==> src/rtl/mem_port_arbiter.sv <==
// Arbitrates one single-ported memory between instruction fetch and load/store.
// MEM has priority; a streak counter bounds how long IF can be passed over.
module mem_port_arbiter #(
    parameter int unsigned ADDR_W     = 32,
    parameter int unsigned DATA_W     = 32,
    parameter int unsigned STREAK_MAX = 4
) (
    input  logic              clk,
    input  logic              rst_n,
    input  logic              if_req,
    input  logic [ADDR_W-1:0] if_addr,
    input  logic              if_flush,
    output logic              if_valid,
    output logic [DATA_W-1:0] if_rdata,
    output logic              if_stall,
    input  logic              mem_req,
    input  logic              mem_we,
    input  logic [ADDR_W-1:0] mem_addr,
    input  logic [DATA_W-1:0] mem_wdata,
    output logic              mem_valid,
    output logic [DATA_W-1:0] mem_rdata,
    output logic              mem_stall,
    output logic              port_req,
    output logic              port_we,
    output logic [ADDR_W-1:0] port_addr,
    output logic [DATA_W-1:0] port_wdata,
    input  logic              port_ready,
    input  logic [DATA_W-1:0] port_rdata,
    output logic              arb_busy
);

    localparam int unsigned STREAK_W = $clog2(STREAK_MAX + 1);

    typedef enum logic [1:0] {
        IDLE     = 2'd0,
        BUSY_IF  = 2'd1,
        BUSY_MEM = 2'd2
    } state_t;

    state_t              state_q, state_d;
    logic [STREAK_W-1:0] streak_q, streak_d;
    logic                drop_q, drop_d;
    logic                if_valid_d, mem_valid_d, port_req_d, port_we_d, arb_busy_d;
    logic [DATA_W-1:0]   if_rdata_d, mem_rdata_d, port_wdata_d;
    logic [ADDR_W-1:0]   port_addr_d;
    logic                if_elig, mem_elig, grant_if;

    // A requester still shows its old request during its valid cycle; never re-issue it.
    assign if_elig  = if_req & ~if_valid & ~if_flush;
    assign mem_elig = mem_req & ~mem_valid;
    assign grant_if = if_elig & (~mem_elig | (streak_q == STREAK_W'(STREAK_MAX)));

    assign if_stall  = if_req & ~if_valid;
    assign mem_stall = mem_req & ~mem_valid;

    always_ff @(posedge clk or negedge rst_n) begin
        if (!rst_n) begin
            state_q    <= IDLE;
            streak_q   <= '0;
            drop_q     <= 1'b0;
            if_valid   <= 1'b0;
            if_rdata   <= '0;
            mem_valid  <= 1'b0;
            mem_rdata  <= '0;
            port_req   <= 1'b0;
            port_we    <= 1'b0;
            port_addr  <= '0;
            port_wdata <= '0;
            arb_busy   <= 1'b0;
        end else begin
            state_q    <= state_d;
            streak_q   <= streak_d;
            drop_q     <= drop_d;
            if_valid   <= if_valid_d;
            if_rdata   <= if_rdata_d;
            mem_valid  <= mem_valid_d;
            mem_rdata  <= mem_rdata_d;
            port_req   <= port_req_d;
            port_we    <= port_we_d;
            port_addr  <= port_addr_d;
            port_wdata <= port_wdata_d;
            arb_busy   <= arb_busy_d;
        end
    end

    always_comb begin
        state_d      = state_q;
        streak_d     = streak_q;
        drop_d       = drop_q;
        if_valid_d   = 1'b0;
        mem_valid_d  = 1'b0;
        if_rdata_d   = if_rdata;
        mem_rdata_d  = mem_rdata;
        port_req_d   = port_req;
        port_we_d    = port_we;
        port_addr_d  = port_addr;
        port_wdata_d = port_wdata;

        case (state_q)
            IDLE: begin
                if (grant_if) begin
                    state_d      = BUSY_IF;
                    streak_d     = '0;
                    port_req_d   = 1'b1;
                    port_we_d    = 1'b0;
                    port_addr_d  = if_addr;
                    port_wdata_d = '0;
                end else if (mem_elig) begin
                    state_d      = BUSY_MEM;
                    port_req_d   = 1'b1;
                    port_we_d    = mem_we;
                    port_addr_d  = mem_addr;
                    port_wdata_d = mem_wdata;
                    // Only count MEM wins that actually held off a waiting fetch.
                    if (!if_elig) begin
                        streak_d = '0;
                    end else if (streak_q != STREAK_W'(STREAK_MAX)) begin
                        streak_d = streak_q + STREAK_W'(1);
                    end
                end
            end
            BUSY_IF: begin
                if (if_flush) begin
                    drop_d = 1'b1;
                end
                if (port_ready) begin
                    state_d    = IDLE;
                    port_req_d = 1'b0;
                    drop_d     = 1'b0;
                    // A flushed fetch still completes on the port but is discarded here.
                    if (!(drop_q || if_flush)) begin
                        if_valid_d = 1'b1;
                        if_rdata_d = port_rdata;
                    end
                end
            end
            BUSY_MEM: begin
                if (port_ready) begin
                    state_d     = IDLE;
                    port_req_d  = 1'b0;
                    mem_valid_d = 1'b1;
                    if (!port_we) begin
                        mem_rdata_d = port_rdata;
                    end
                end
            end
            default: begin
                state_d = IDLE;
            end
        endcase

        arb_busy_d = (state_d != IDLE);
    end

endmodule

==> config.mk <==
export PLATFORM = sky130hd
export DESIGN_NAME = mem_port_arbiter
export DESIGN_NICKNAME = d
export VERILOG_FILES = /design/src/rtl/mem_port_arbiter.sv
export SDC_FILE = /design/constraint.sdc
export NUM_CORES = 1
export LEC_CHECK = 0
export CORE_ASPECT_RATIO = 0.6
export CORE_UTILIZATION = 30
export CTS_CLUSTER_SIZE = 28
export DETAILED_ROUTE_END_ITERATION = 6
export SYNTH_ARGS = -nofsm -noshare
export SYNTH_HDL_FRONTEND = slang
export SYNTH_SLANG_ARGS = --single-unit
==> constraint.sdc <==
create_clock -name clk -period 1.6 [get_ports clk]
set_input_delay 0.32 -clock clk [delete_from_list [all_inputs] [get_ports clk]]
set_output_delay 0.32 -clock clk [all_outputs]
set_load 0.02 [all_outputs]
Word-level counts from Yosys, hierarchy flattened
Index checks and enable logic that the tools add are counted.
{"block": "totals", "in_bits": 135, "output_inout_bits": 135, "wordCells": 69, "register_bits": 139}
{"block": "op_classes", "addsub": 1, "reduce_logical": 13, "bitwise": 11, "mux": 25, "eq_ne": 7}
{"cell": "$mux 32", "n": 4}
{"cell": "$mux 1", "n": 12}
{"cell": "$mux 3", "n": 4}
{"cell": "$reduce_and 3->1", "n": 4}
{"cell": "$reduce_bool 2->1", "n": 4}
{"cell": "$mux 2", "n": 3}
{"cell": "$ne 3x3->1 const B", "n": 2}
{"cell": "$not 1->1", "n": 6}
{"cell": "$and 1x1->1", "n": 4}
{"cell": "$pmux 2 s2", "n": 1}
{"cell": "$reduce_and 2->1", "n": 2}
{"cell": "$add 3x1->3 const B", "n": 1}
{"cell": "$eq 3x3->1 const B", "n": 1}
{"cell": "$ne 3x1->1 const B", "n": 1}
{"cell": "$eq 2x1->1 const B", "n": 1}
{"cell": "$eq 2x2->1 const B", "n": 1}
{"cell": "$logic_not 2->1", "n": 1}
{"cell": "$ne 2x1->1 const B", "n": 1}
{"cell": "$pmux 1 s2", "n": 1}
{"cell": "$reduce_or 2->1", "n": 1}
{"cell": "$logic_or 1x1->1", "n": 1}
{"cell": "$or 1x1->1", "n": 1}

Longest topological paths before layout
{"block": "depth", "ltp_word": 8, "depth_mapped": 8, "depth_no_buf": 6}

Worst setup path before layout
No wires, ideal clock.
{"block": "synth_timing", "path_type": "reg2reg", "start": "register if_valid", "end": "register arb_busy", "setup_slack_ps": -89, "stages_incl_launch_ff": 7, "period_less_slack_ps": 1689, "t_arrival_ps": 1556, "path_buffers": 2, "setup_time_ps": 133, "path_cell_list": "dfrtp_1 nor3b_4 a21bo_1 buf_6 buf_6 a22oi_2 o22ai_1"}
{"block": "synth_between", "elab_chain_len": 7}
{"item": "start: declaration", "line_no": "13", "rtl": "output logic if_valid,"}
{"item": "start signal: assignment", "line_no": "74", "rtl": "if_valid <= if_valid_d;"}
{"item": "$not 1->1", "line_no": "49", "rtl": "assign if_elig = if_req & ~if_valid & ~if_flush;"}
{"item": "$and 1x1->1 (2 in series)", "line_no": "49"}
{"item": "$and 1x1->1", "line_no": "51", "rtl": "assign grant_if = if_elig & (~mem_elig | (streak_q == STREAK_W'(STREAK_MAX)));"}
{"item": "$mux 2", "line_no": "101", "rtl": "if (grant_if) begin"}
{"item": "$pmux 2 s2", "line_no": "99", "rtl": "case (state_q)"}
{"item": "$reduce_bool 2->1", "line_no": "152", "rtl": "arb_busy_d = (state_d != IDLE);"}
{"item": "via arb_busy_d", "line_no": "43", "rtl": "logic if_valid_d, mem_valid_d, port_req_d, port_we_d, arb_busy_d;"}
{"item": "end signal: assignment", "line_no": "82", "rtl": "arb_busy <= arb_busy_d;"}
{"item": "end: declaration", "line_no": "29", "rtl": "output logic arb_busy"}
The timed path passes the listed nets, and every way through them passes these cells.
A chain may end at the register's enable or synchronous reset.

Worst setup path in the final report
{"block": "layout_timing", "start": "register state_q[0]", "end": "register if_rdata[29]"}
{"block": "layout_between", "elab_chain_len": 2}
{"item": "start: declaration", "line_no": "40", "rtl": "state_t state_q, state_d;"}
{"item": "start signal: assignment", "line_no": "71", "rtl": "state_q <= state_d;"}
{"item": "$eq 2x1->1", "line_no": "99"}
{"item": "$reduce_and 3->1 (no line)"}
{"item": "end signal: assignment", "line_no": "75", "rtl": "if_rdata <= if_rdata_d;"}
{"item": "end: declaration", "line_no": "14", "rtl": "output logic [DATA_W-1:0] if_rdata,"}
No other way between the ends.

==> metrics.md <==
| Metric | Value |
|---|---|
| Status | `complete, but fails checks` |
| Failing checks | `negative setup slack` |
| Fillers | `1,536` |
| CTS max path bufs | `2` |
| Total grt overflow | `0` |
| Yosys warning count | `0` |
| 1st-iter DRT viols | `205` |
| Worst path slowest cell | `dfrtp_1` |
| Inserted Diodes | `0` |
| Setup TNS | `-1.79 ns` |
| Most common cell in the netlist | `dfrtp_1` |
| Area share of the largest cell type after synthesis | `62.3%` |
| Die width | `178 um` |
| Post-Synthesis Net Count | `547` |
| Rows | `38` |
| CTS sink count | `139` |
| Max-slew violation count | `0` |
| Routed Antenna Nets | `0` |
| Area Overhead vs Synth | `77.6%` |
| Via count | `4,561` |
| Storage cell area | `3480 um2` |
| Finished Cell Area | `9910 um2` |
| CTS tree | `yes` |
| Part of the cycle the worst path needs | `105%` |
| Gr usage total | `18.1%` |
| Drt pass-1 iters | `4` |
| Power Density | `1910 nW/um2` |
| Synth Register Bits | `139` |
| Post-synth EDFFs | `0` |
| Cells along the critical path | `buf_6 -> ha_4 -> nand2_4 -> nor3_4 -> buf_4 -> buf_6 -> buf_8 -> mux2_4` |
| Least-Margin Pin Slew | `0.366 ns` |
| Port Buf Inserts | `269` |
| Max Cap Viol | `0` |
| Pre-CTS setup slack | `-0.764 ns` |
| Vias per cell | `4.64` |
| CP max FO | `5` |
| Die H | `108 um` |
| Post-layout utilization of the core | `54.7%` |
| Register area share after synthesis | `62.3%` |
| Top cells by area, synth | `dfrtp_1 (62%), mux2_2 (13%), mux2i_1 (5.7%)` |
| Final #Nets | `872` |
| Peak VDD IR | `0.882 mV` |
| Final WL | `18.3 mm` |
| Clk_lat worst skew | `0.41 ns` |
| FMAX | `0.595 GHz` |
| Share of layout cells above drive strength 1 | `25.1%` |
| Dpl cell area | `8750 um2` |
| First-pass GRT wire length | `26.3 mm` |
| DRC Markers | `0` |
| Setup-failing EPs final | `70` |
| Top cell by count, worst path | `buf_6` |
| Die area | `19,200 um2` |
| WHS | `0.376 ns` |
| Avg Inst Size Synth | `13.7 um2` |
| DP Cell Count | `919` |
| Total chip power | `18.9 mW` |
| Asr flop ratio synth | `100%` |
| CTS root buf | `clkbuf_16` |
| Io pins | `270` |
| Post-synthesis cell count | `406` |
| CP Launch Type | `flip-flop` |
| Largest net degree at the start of global routing | `41` |
| Largest family of logic cells by synthesized area | `multiplexers` |
| Slew margin rel. | `75.6%` |
| Synth area leader | `dfrtp_1` |
| Clk_skew | `0.0132 ns` |
| Post-synthesis mux area share | `18.7%` |
| Hold WC Path Type | `input pin to async pin` |
| Gpl congestion | `0.731` |
| CTS buffer count | `17` |
| Arrival time worst endpoint | `1.97 ns` |
| Lkg Pwr | `4.92 nW` |
| Drt wl/cell | `18.6 um` |
| Simple-Gate Fraction of Synth Area | `4.06%` |
| Final worst slack | `-0.0798 ns` |
| Post-route minimum period | `1.68 ns` |
| Worst EP required | `1.89 ns` |
| CORE AREA | `18,100 um2` |
| Final Non-Filler Cells | `984` |
| Synth Area in XOR/XNOR | `0%` |
| Count of final hold-check violations | `0` |
| RSZ-0062 raised after global routing | `yes` |
| Post-Synth Adder-Cell Area | `1.35%` |
| Multi-input gate area | `2200 um2` |
| Initial antenna violation count | `0` |
| WS Path Type | `flip-flop to flip-flop` |
| Max incr delay on CP | `0.40 ns` |
| Number of H-tree levels | `4` |
| Vias in the first global route | `4,773` |
| Dominant register cell in the synthesized netlist | `dfrtp_1` |
| Synth Area in Compound Gates | `10.3%` |
| Commonest cells in the netlist | `dfrtp_1 (139), mux2_2 (63), nand2_1 (37)` |
| Clock Pin Slew Worst Setup and Hold Paths | `0.07 ns` |
| Crit path capture type | `flip-flop` |
| DP HPWL | `11.1 mm` |
| Initial Utilization | `30.8%` |
| Post-synthesis cell area | `5580 um2` |
| Yosys cell types | `32` |
## repair_timing
item | 4_1_cts | 5_1_grt
resized for setup | 169 | 71
hold endpoints to repair | 32 | 0
buffers inserted | 17 | 4
pin swaps | 5 | 10
gates cloned | 7 | 5
hold buffers | 1 | 0
endpoints found under the setup margin | 266 | 129
## power by group
| group | internal, mW | total, mW | switching [mW] |
|---|---|---|---|
| Sequential | 5.14 | 6.01 | 0.873 |
| Clock | 2.21 | 3.88 | 1.67 |
| Combinational | 4.30 | 8.98 | 4.68 |
| Total | 11.6 | 18.9 | 7.23 |
## state kept, by name, summed over array words and instances, names as in the netlist
name / count
port_req: 1
if_valid: 1
mem_valid: 1
streak_q: 3
port_addr: 32
state_q: 2
if_rdata: 32
port_wdata: 32
arb_busy: 1
mem_rdata: 32
port_we: 1
drop_q: 1
## path summary, 6_finish.rpt
path	from	endpoint	slack, ns	depth (start not counted)
max in group asynchronous	rst_n	port_addr[21]	0.68	3
min in group clk	port_addr[9]	port_addr[9]	0.48	2
min reg2reg	port_addr[9]	port_addr[9]	0.48	2
min	rst_n	if_rdata[29]	0.38	2
max reg2reg	state_q[0]	if_rdata[29]	-0.08	8
max	state_q[0]	if_rdata[29]	-0.08	8
## cell families after synthesis
group	count (synthesis)
muxes	96
and+or+nand+nor	49
DFF	139
adders and majority gates	6
buffers and inverters	34
AOI/OAI and AO/OA	82
## placed cells by master (no fill, tap or decap), types with 2 or more instances in the layout
master and count:
inv_2 4, inv_6 6, nor2b_1 3, mux2_4 41
buf_16 6, buf_12 7, mux2_2 23, clkdlybuf4s50_1 133
ha_2 2, nor2_1 2, clkinv_4 2, nand2_4 2
dfrtp_1 138, o21ai_0 3, dlygate4sd2_1 132, ha_1 2
a21oi_1 2, a21oi_4 2, clkinvlp_4 2, mux2i_1 26
buf_4 32, o21ai_1 35, ha_4 2, a22o_1 33
nand2_1 34, clkbuf_16 21, buf_6 12, buf_8 2
inv_8 3, inv_1 4, mux2i_2 6
## cell type report
cell class              instances  share of cell area [%]
flip-flops and latches        139                    35.1
repair buffers                331                    33.5
multi-input cells             234                    22.2
clock buffers                  18                    4.33
well taps                     240                    3.03
clock inverters                14                    1.50
inverters                       8                   0.303
## worst max-delay path: cells and delay by family (launching register included)
| kind | cells | cell delay [ns] |
|---|---|---|
| DFF | 1 | 0.40 |
| and+or+nand+nor | 2 | 0.18 |
| muxes | 1 | 0.30 |
| adders and majority gates | 1 | 0.15 |
| buffers and inverters | 4 | 0.53 |
## routing by layer
layer / vias to the layer above / track usage [%] / share of wire (%)
li1: 2100 / - / -
met1: 2274 / 24.0 / 46
met2: 175 / 29.7 / 46
met3: 12 / 4.24 / 7.5
met4: 0 / 4.76 / 0.73
met5: - / 0 / 0
Note: power is estimated with default switching activity, not from simulation.
